File: config.mk
export PLATFORM = sky130hd
export DESIGN_NAME = pulse_period_meter
export DESIGN_NICKNAME = d
export VERILOG_FILES = /design/src/rtl/pulse_meter_pkg.sv /design/src/rtl/pulse_period_meter.sv
export SDC_FILE = /design/constraint.sdc
export NUM_CORES = 1
export LEC_CHECK = 0
export ABC_AREA = 1
export ABC_CLOCK_PERIOD_IN_PS = 2000
export CORE_UTILIZATION = 55
export CTS_CLUSTER_DIAMETER = 100
export DETAILED_ROUTE_END_ITERATION = 16
export HOLD_SLACK_MARGIN = 0.02
export PLACE_DENSITY_LB_ADDON = 0.1
export SYNTH_ARGS = -nofsm -noshare
export SYNTH_HDL_FRONTEND = slang
export SYNTH_SLANG_ARGS = --single-unit
File: constraint.sdc
create_clock -name clk_i -period 2 [get_ports clk_i]
set_input_delay 0.3 -clock clk_i [delete_from_list [all_inputs] [get_ports clk_i]]
set_output_delay 0.3 -clock clk_i [all_outputs]
set_load 0.05 [all_outputs]
File: src/rtl/pulse_meter_pkg.sv
// Shared types for the pulse period meter: FSM state encoding.
package pulse_meter_pkg;

    typedef enum logic [1:0] {
        IDLE   = 2'd0,
        ARMED  = 2'd1,
        TRACK  = 2'd2,
        LOCKED = 2'd3
    } meter_state_t;

endpackage

File: src/rtl/pulse_period_meter.sv
// Measures the gap (non-pulse cycles) between successive high samples of pulse_i,
// flags lock when two consecutive gaps match and timeout when the stream is lost.
module pulse_period_meter
    import pulse_meter_pkg::*;
#(
    parameter int unsigned SIZE = 8
) (
    input  logic            clk_i,
    input  logic            rst_i,
    input  logic            clear_i,
    input  logic            pulse_i,
    output logic [SIZE-1:0] ticks_o,
    output logic            valid_o,
    output logic            locked_o,
    output logic            timeout_o
);

    localparam logic [SIZE-1:0] CNT_MAX = '1;

    meter_state_t    state_q, state_d;
    logic [SIZE-1:0] cnt_q, cnt_d;
    logic [SIZE-1:0] ticks_q, ticks_d;
    logic            valid_q, valid_d;
    logic            timeout_q, timeout_d;
    logic            locked_q;

    always_comb begin
        state_d   = state_q;
        cnt_d     = cnt_q;
        ticks_d   = ticks_q;
        valid_d   = 1'b0;
        timeout_d = 1'b0;

        if (clear_i) begin
            state_d = IDLE;
            cnt_d   = '0;
        end else if (state_q == IDLE) begin
            // First pulse is only a reference point; nothing measured yet.
            cnt_d = '0;
            if (pulse_i) begin
                state_d = ARMED;
            end
        end else if (pulse_i) begin
            cnt_d   = '0;
            ticks_d = cnt_q;
            valid_d = 1'b1;
            case (state_q)
                ARMED:         state_d = TRACK;
                TRACK, LOCKED: state_d = (cnt_q == ticks_q) ? LOCKED : TRACK;
                default:       state_d = IDLE;
            endcase
        end else if (cnt_q == CNT_MAX) begin
            // Gap longer than the counter can express: abandon, keep last ticks.
            state_d   = IDLE;
            cnt_d     = '0;
            timeout_d = 1'b1;
        end else begin
            cnt_d = cnt_q + 1'b1;
        end
    end

    always_ff @(posedge clk_i or posedge rst_i) begin
        if (rst_i) begin
            state_q   <= IDLE;
            cnt_q     <= '0;
            ticks_q   <= '0;
            valid_q   <= 1'b0;
            timeout_q <= 1'b0;
            locked_q  <= 1'b0;
        end else begin
            state_q   <= state_d;
            cnt_q     <= cnt_d;
            ticks_q   <= ticks_d;
            valid_q   <= valid_d;
            timeout_q <= timeout_d;
            locked_q  <= (state_d == LOCKED);
        end
    end

    assign ticks_o   = ticks_q;
    assign valid_o   = valid_q;
    assign locked_o  = locked_q;
    assign timeout_o = timeout_q;

endmodule

==> flow_summary.toml, run 1 <==
[status]
status = "completed"

[critical_path]
crit_start = "ticks_o[1]"
critPathSlowestCell = "clkdlybuf4s50_1"
slowest_delay_ns = 0.83
reg2reg_slack_ns = 0.48
crit_chain = "clkdlybuf4s50_1"
start_kind = "flop"
cp-end-kind = "primary output"
worstPathArrival_ns = 1.57
crit_family = "buffers and inverters"
critical_path_class = "reg2out"
cp.required_ns = 1.70
r2r_cells = 6
path_buf_inv = 1
cp.depth = 1
rr_startpoint = "cnt_q[0]"
r2r_end = "cnt_q[2]"
crit_path_max_fanout = 4
crit_end = "ticks_o[1]"

[power_and_ir_drop]
ir_drop_v = 0.0005070
switching_share = 0.2864
power.total_w = 0.0007758
p_leak_nw = 0.5355
p_switching_w = 0.0002222
p_seq_frac = 0.580
powerDensity_nw_per_um2 = 640.5
p_int_w = 0.0005536
p_comb_frac = 0.157
clockPowerShare = 0.262

[synthesis]
synth_top_cell_by_area = "dfrtp_1"
synth_most_common_cell = "nand2_1"
postSynthAreaPerCell_um2 = 8.373
synth_common_cells = "33 x nand2_1, 21 x dfrtp_1, 18 x inv_1"
yosysWarnings = 0
synthCells = 120
synthArstFlopShare = 1.000
netlist_top_cells_area = "dfrtp_1 52%, nand2_1 12%, inv_1 6.7%, nor2_1 4.9%, o21ai_0 4.0%"
synth_edf_count = 0
ys_seq_area_frac = 0.5230
synth_top_cell_area_share = 0.5230
synth_ff_type = "dfrtp_1"
syn-cell-area_um2 = 1005
yosys.cell_types.count = 22
yosys_register_bits = 21
syn_nets = 125

[sta]
finalCritPeriodShare = 0.9350
hold_violations = 0
rsz0062_at_grt = "no"
tightest_slew_ns = 0.5009
setup_slack_ns = 0.1300
final.setup.tns_ns = 0
relSlewSlack = 0.6650
drv_slew = 0
post-route-min-period_ns = 1.870
skew_ns = 0.003912
fmax_mhz = 534.7
finalSetupViolations = 0

[global_routing]
grt_first_pass_wirelength_um = 3008
grt_pass1_vias = 730
grtUsageTotal = 0.2158
grt_start_max_net_pins = 22
overflow = 0
antenna_found_initial = 0

[final_layout]
syn_to_final_growth_pct = 20.55
n_antenna_cell = 0
drive_above_1_share = 0.1007
finalNetCount = 145

[floorplan]
die_w_um = 44.74
rows = 15
coreArea_um2 = 1727
fp.dieArea_um2 = 2002
die_y_um = 44.74
initial_core_util = 0.5819
io_pins = 15

[clock_tree]
clk_pin_slew_ns = 0.12
post_cts_buffers = 0
root_buffer = "clkbuf_4"
cts-resized-gates = 0
cts_tree = "built"
clk_path_buf_depth = 2
clkLatencyLatePin_ns = 0.30
ctsHoldBuffers = 0
cts-htree-levels = 1
cts_sinks = 21
cts-buffers-inserted = 3

[run]
maxCapViolCount = 0

[route]
num_vias = 804
firstDrtPassIters = 4
wl_um = 1807
drc_errors = 0
dr.first_iter.drc_count = 25
wl_per_cell_um = 11.02
ant_nets = 0
vias_per_cell = 4.902

[place]
hpwl_um = 1367
gp_congestion = 0.8205
pre_cts_slack_ns = 0.3322
portBuffers = 14

[hold_path]
hp-class = "in2async"
power by group through the flow:
stage | Sequential, W | Combinational (W) | Clock (W)
after floorplan | 0.000485 | 0.0000536 | 0
after global placement | 0.000458 | 0.000120 | 0
after detailed placement | 0.000458 | 0.000123 | 0
after CTS | 0.000450 | 0.000123 | 0.000209
after global routing | 0.000453 | 0.000133 | 0.000218
final | 0.000450 | 0.000122 | 0.000204
registers in the layout (all words and copies together) (netlist names):
signal	count
valid_o	1
ticks_o	8
cnt_q	8
state_q	2
locked_o	1
timeout_o	1
worst min-delay path by stage:
stage               depth (start not counted)  slack, ns         end
finish                                      3       0.32  state_q[0]
global route                                3       0.35   timeout_o
CTS                                         3       0.32   timeout_o
detailed placement                          2       0.52  ticks_o[2]
global placement                            2       0.52  ticks_o[2]
floorplan                                   1       0.28    cnt_q[0]
cells in the final DEF (no fill, tap or decap), drive strengths merged:
cell type / Yosys / layout
a21oi: 3 / 3
a31oi: 1 / 1
buf: 1 / 2
clkbuf: 0 / 3
clkdlybuf4s50: 0 / 14
clkinv: 0 / 1
dfrtp: 21 / 21
ha: 1 / 1
inv: 21 / 21
nand2: 33 / 33
nand3: 3 / 3
nand4: 1 / 1
nor2: 14 / 14
nor3: 4 / 4
nor3b: 1 / 1
nor4: 1 / 1
o211ai: 2 / 2
o21ai: 8 / 8
xnor2: 2 / 2
xor2: 3 / 3
cell families (layout without fill, tap and decap cells):
family	count (synthesis)	after routing	share of synthesized area
flops	21	21	0.5230
simple gates	57	57	0.2590
buf+inv	22	41	0.08592
compound gates	14	14	0.07596
xor+xnor	5	5	0.04359
fa+ha+maj	1	1	0.01245
routing by layer:
metal	routed length (um)	global-route usage	vias up
met5	0	0	-
met4	63	0.1455	0
met3	75	0.02400	7
met2	806	0.3471	23
met1	861	0.2761	361
li1	-	-	413
metrics by stage:
step | utilization | instances | instance area [um^2] | hold slack [ns]
2_1_floorplan | - | 120 | 1005 | 0.2765
6_report | 0.7014 | 164 | 1211 | 0.3159
3_3_place_gp | 0.6855 | 160 | 1184 | 0.5174
5_1_grt | 0.7014 | 164 | 1211 | 0.3532
3_5_place_dp | 0.6855 | 160 | 1184 | 0.5156
4_1_cts | 0.7014 | 164 | 1211 | 0.3207
layout make-up:
class,count,area (um^2)
Clock inverter,1,5.005
Timing Repair Buffer,16,155.1
Multi-Input combinational cell,77,392.9
Tap cell,25,31.28
Sequential cell,21,525.5
Clock buffer,3,22.52
Fill cell,137,515.5
Inverter,21,78.83
Power figures use the tool's default switching activity.
==> run 2: changes to the inputs <==
--- a/config.mk
+++ b/config.mk
@@ -5,13 +5,13 @@
 export SDC_FILE = /design/constraint.sdc
 export NUM_CORES = 1
 export LEC_CHECK = 0
-export ABC_AREA = 1
 export ABC_CLOCK_PERIOD_IN_PS = 2000
 export CORE_UTILIZATION = 55
 export CTS_CLUSTER_DIAMETER = 100
 export DETAILED_ROUTE_END_ITERATION = 16
 export HOLD_SLACK_MARGIN = 0.02
 export PLACE_DENSITY_LB_ADDON = 0.1
+export RECOVER_POWER = 100
 export SYNTH_ARGS = -nofsm -noshare
 export SYNTH_HDL_FRONTEND = slang
 export SYNTH_SLANG_ARGS = --single-unit
==> flow_summary.toml, run 2 <==
[critical_path]
crit_path_max_fanout = 3
reg2reg_slack_ns = 0.29
start_kind = "flop"
rr_startpoint = "state_q[1]"
critPathSlowestCell = "dlygate4sd3_1"
crit_family = "buffers and inverters"
r2r_cells = 3
path_buf_inv = 1
r2r_end = "ticks_o[3]"
cp.required_ns = 1.70
slowest_delay_ns = 0.89
critical_path_class = "reg2out"
crit_chain = "dlygate4sd3_1"
cp-end-kind = "primary output"
worstPathArrival_ns = 1.57

[global_routing]
busiest_layer = "met2"
grtUsageTotal = 0.2033
met1_usage = 0.2486
grt_start_max_net_pins = 22
use_met3 = 0.04898
antenna_found_initial = 0
use_met2 = 0.3324
overflow = 0
grt_first_pass_wirelength_um = 2794
grt_pass1_vias = 641

[synthesis]
synth_ff_type = "dfrtp_1"
netlist_top_cells_area = "dfrtp_1 54%, mux2_2 9.2%, xor2_1 8.1%, xnor2_1 4.5%, nor2_1 3.8%"
synth_xor_area_frac = 0.1255
yosys_register_bits = 21
synth_compound_gate_area_share = 0.06146
synthArstFlopShare = 1.000
syn-cell-area_um2 = 977.2
synth_top_cell_area_share = 0.5378
postSynthAreaPerCell_um2 = 12.06
syn_nets = 86
synth_most_common_cell = "dfrtp_1"
synth_top_family_by_area = "simple AND/OR/NAND/NOR gates"
synth-simple-area-share = 0.1498
synth_edf_count = 0
yosys.cell_types.count = 24
synthMuxAreaShare = 0.09219
yosysWarnings = 0
ys_seq_area_frac = 0.5378
synth_top_cell_by_area = "dfrtp_1"
synthCells = 81
synth_common_cells = "21 x dfrtp_1, 10 x nor2_1, 9 x xor2_1"
synth_fa_ha_area_frac = 0.01280

[clock_tree]
cts-resized-gates = 0
clkLatencyLatePin_ns = 0.29
clk_path_buf_depth = 2
post_cts_buffers = 0
cts_tree = "built"
ctsHoldBuffers = 0
cts-htree-levels = 1
clk_pin_slew_ns = 0.11
cts-buffers-inserted = 3
root_buffer = "clkbuf_4"
cts_sinks = 21

[route]
dr.first_iter.drc_count = 10
wl_um = 1592
drc_errors = 0
vias_per_cell = 5.704
num_vias = 656
ant_nets = 0
wl_per_cell_um = 13.84
firstDrtPassIters = 6

[final_layout]
layout_common_cells = "21 x dfrtp_1, 11 x nor2_1, 10 x dlygate4sd3_1"
finalNetCount = 105
multiInputGateArea_um2 = 402.9
n_antenna_cell = 0
mostFrequentLayoutCell = "dfrtp_1"
drive_above_1_share = 0.1313
fillCellCount = 128
seq_area_um2 = 525.5
syn_to_final_growth_pct = 16.01

[sta]
skew_ns = 0.001857
tightest_slew_ns = 1.084
rsz0062_at_grt = "no"
post-route-min-period_ns = 1.871
finalSetupViolations = 0
relSlewSlack = 0.2772
hold_violations = 0
final.setup.tns_ns = 0
finalCritPeriodShare = 0.9355
fmax_mhz = 534.5
drv_slew = 0

[hold_path]
min_path_cells = 1
hp-class = "reg2reg"
hp-start = "ticks_o[0]"
hold_end = "ticks_o[0]"

[place]
hpwl_um = 1171
gp_congestion = 0.7819
portBuffers = 14

[run]
maxCapViolCount = 0

[floorplan]
die_y_um = 44.15
io_pins = 15
coreArea_um2 = 1577
rows = 14
initial_core_util = 0.6198
die_w_um = 44.15
fp.dieArea_um2 = 1949

[power_and_ir_drop]
p_leak_nw = 0.5551
power.total_w = 0.0007429
ir_drop_v = 0.0005569
powerDensity_nw_per_um2 = 655.3

[status]
status = "completed"
[run 2: cell count changes in the layout (fill, tap and decap cells not counted), moves of 3 or more]
cell / delta
clkdlybuf4s50_1: -10
nand2_1: -31
inv_1: -14
dlygate4sd3_1: +10
mux2_2: +8
nand3_1: +3
xnor2_1: +3
inv_2: -3
xor2_1: +6
o21ai_0: -7
[run 2: how the worst max path moves through the flow]
stage	from	end	slack, ns	depth (start not counted)
after floorplan	ticks_o[0]	state_q[0]	0.51	4
after global placement	clear_i	cnt_q[3]	0.27	5
after detailed placement	clear_i	cnt_q[5]	0.21	5
after CTS	ticks_o[1]	ticks_o[1]	0.16	1
after global routing	ticks_o[2]	ticks_o[2]	0.06	1
final	ticks_o[4]	ticks_o[4]	0.13	1
[run 2: worst register-to-register path, delay by kind of cell (launching register included)]
| family | cells | cell delay [ns] |
|---|---|---|
| AOI/OAI and AO/OA | 1 | 0.10 |
| and+or+nand+nor | 1 | 0.65 |
| muxes | 1 | 0.41 |
| DFF | 1 | 0.45 |
[run 2: kinds of logic (layout without fill, tap and decap cells)]
logic type,Yosys count,in the layout
mux,8,8
fa+ha+maj,1,1
xor+xnor,14,14
simple gates,26,26
flops,21,21
compound gates,6,6
buf+inv,5,23
[run 2: power by group]
part | total, W | switching (W) | internal, W
Clock | 0.000197 | 0.000119 | 0.0000776
Sequential | 0.000451 | 0.0000142 | 0.000437
Combinational | 0.0000946 | 0.0000587 | 0.0000359
[run 2: final cells by class]
class,count,share of cell area
repair buffers,15,0.1269
clock buffers,4,0.02318
flip-flops and latches,21,0.4636
inverters,4,0.01325
well taps,16,0.01766
multi-input cells,55,0.3554
[run 2: per-layer routing]
layer | wire length (um) | vias to the layer above
li1 | - | 318
met1 | 714 | 323
met2 | 816 | 13
met3 | 47 | 2
met4 | 13 | 0
met5 | 0 | -
[run 2: through the flow]
step	utilization	std cells	worst slack (ns)	area (um^2)	hold WS (ns)
2_1_floorplan	-	81	0.5060	977.2	0.2765
3_3_place_gp	0.7230	111	0.2749	1140	0.5326
3_5_place_dp	0.7230	111	0.2138	1140	0.5445
4_1_cts	0.7397	115	0.1646	1166	0.3404
5_1_grt	0.7190	115	0.06410	1134	0.5878
6_report	0.7190	115	0.1291	1134	0.5597
==> run 3: changes to the inputs <==
--- a/config.mk
+++ b/config.mk
@@ -6,6 +6,7 @@
 export NUM_CORES = 1
 export LEC_CHECK = 0
 export ABC_CLOCK_PERIOD_IN_PS = 2000
+export CORE_MARGIN = 2
 export CORE_UTILIZATION = 55
 export CTS_CLUSTER_DIAMETER = 100
 export DETAILED_ROUTE_END_ITERATION = 16
==> flow_summary.toml, run 3 (synthesized netlist as in run 2, its figures left out) <==
[global_routing]
grt_first_pass_wirelength_um = 2766
grt_pass1_vias = 602
overflow = 0
grt_start_max_net_pins = 22
grtUsageTotal = 0.1922
antenna_found_initial = 0

[floorplan]
io_pins = 15
initial_core_util = 0.5785
die_y_um = 46.15
die_w_um = 46.15
fp.dieArea_um2 = 2130
rows = 15
coreArea_um2 = 1689

[clock_tree]
post_cts_buffers = 0
cts-buffers-inserted = 3
cts_tree = "built"
ctsHoldBuffers = 0
clkLatencyLatePin_ns = 0.30
clk_path_buf_depth = 2
root_buffer = "clkbuf_4"
cts-htree-levels = 1
cts-resized-gates = 0
cts_sinks = 21
clk_pin_slew_ns = 0.11

[critical_path]
crit_family = "buffers and inverters"
cp-end-kind = "primary output"
reg2reg_slack_ns = 0.28
crit_path_max_fanout = 3
r2r_cells = 3
worstPathArrival_ns = 1.57
rr_startpoint = "state_q[1]"
critPathSlowestCell = "dlygate4sd3_1"
r2r_end = "ticks_o[1]"
cp.required_ns = 1.70
slowest_delay_ns = 0.88
path_buf_inv = 1
start_kind = "flop"
crit_chain = "dlygate4sd3_1"
critical_path_class = "reg2out"

[sta]
final.setup.tns_ns = 0
rsz0062_at_grt = "no"
skew_ns = 0.006846
drv_slew = 0
finalCritPeriodShare = 0.9358
relSlewSlack = 0.2860
post-route-min-period_ns = 1.872
fmax_mhz = 534.3
tightest_slew_ns = 1.071
hold_violations = 0
finalSetupViolations = 0

[hold_path]
hp-class = "reg2reg"
hold_end = "ticks_o[3]"
hp-start = "ticks_o[3]"
min_path_cells = 1

[final_layout]
syn_to_final_growth_pct = 16.26
n_antenna_cell = 0
mostFrequentLayoutCell = "dfrtp_1"
drive_above_1_share = 0.1313
fin_cells = 116
layout_common_cells = "21 x dfrtp_1, 13 x dlygate4sd3_1, 11 x nor2_1"
final_area_um2 = 1136
finalNetCount = 105

[route]
dr.first_iter.drc_count = 12
wl_per_cell_um = 13.80
drc_errors = 0
firstDrtPassIters = 6
num_vias = 629
vias_per_cell = 5.422
wl_um = 1601
ant_nets = 0

[place]
hpwl_um = 1214
place_inst = 112
portBuffers = 14
placed_area_um2 = 1141
gp_congestion = 0.7730

[power_and_ir_drop]
p_leak_nw = 0.5661
ir_drop_v = 0.0005330
powerDensity_nw_per_um2 = 656.2

[status]
status = "completed"

[run]
maxCapViolCount = 0
## run 3: changes by cell type in the layout (fill, tap and decap cells not counted), sizes merged
| cell | change |
|---|---|
| dlygate4sd3 | +3 |
| clkdlybuf4s50 | -3 |
## run 3: power by group
| part | leakage [nW] | total, W | switching (W) | internal, W |
|---|---|---|---|---|
| registers | 0.291 | 0.000452 | 0.0000147 | 0.000437 |
| clock network | 0.0150 | 0.000199 | 0.000122 | 0.0000777 |
| logic | 0.260 | 0.0000942 | 0.0000599 | 0.0000342 |
| total | 0.566 | 0.000745 | 0.000196 | 0.000549 |
## run 3: layout make-up
cell class	count	area, um^2
fill	128	553.0
clock buffer	4	26.28
timing repair buffer	15	143.9
tap	17	21.27
multi-input combinational	55	404.1
sequential	21	525.5
inverter	4	15.01
## run 3: stage by stage
stage	util	hold WS [ns]	setup WS, ns	power [W]
6_report	0.6726	0.5557	0.1283	0.0007455
5_1_grt	0.6726	0.5873	0.06437	0.0007843
4_1_cts	0.6911	0.3157	0.1780	0.0007619
3_5_place_dp	0.6756	0.5419	0.1851	0.0005673
3_3_place_gp	0.6756	0.5356	0.2711	0.0005644
2_1_floorplan	-	0.2765	0.5060	0.0005304
## run 3: worst max-delay path by stage
stage | slack, ns | start | to | cells past startpoint
after floorplan | 0.51 | ticks_o[0] | state_q[0] | 4
after global placement | 0.27 | clear_i | cnt_q[3] | 5
after detailed placement | 0.19 | clear_i | cnt_q[5] | 5
after CTS | 0.18 | ticks_o[1] | ticks_o[1] | 1
after global routing | 0.06 | ticks_o[5] | ticks_o[5] | 1
final | 0.13 | ticks_o[0] | ticks_o[0] | 1
## run 3: metal layers
layer  wire length (um)  share of wire  track usage
met5                  0              0            0
met1                719           0.45       0.2462
met4                 43          0.027       0.1200
met2                799           0.50       0.2889
met3                 39          0.024      0.04706
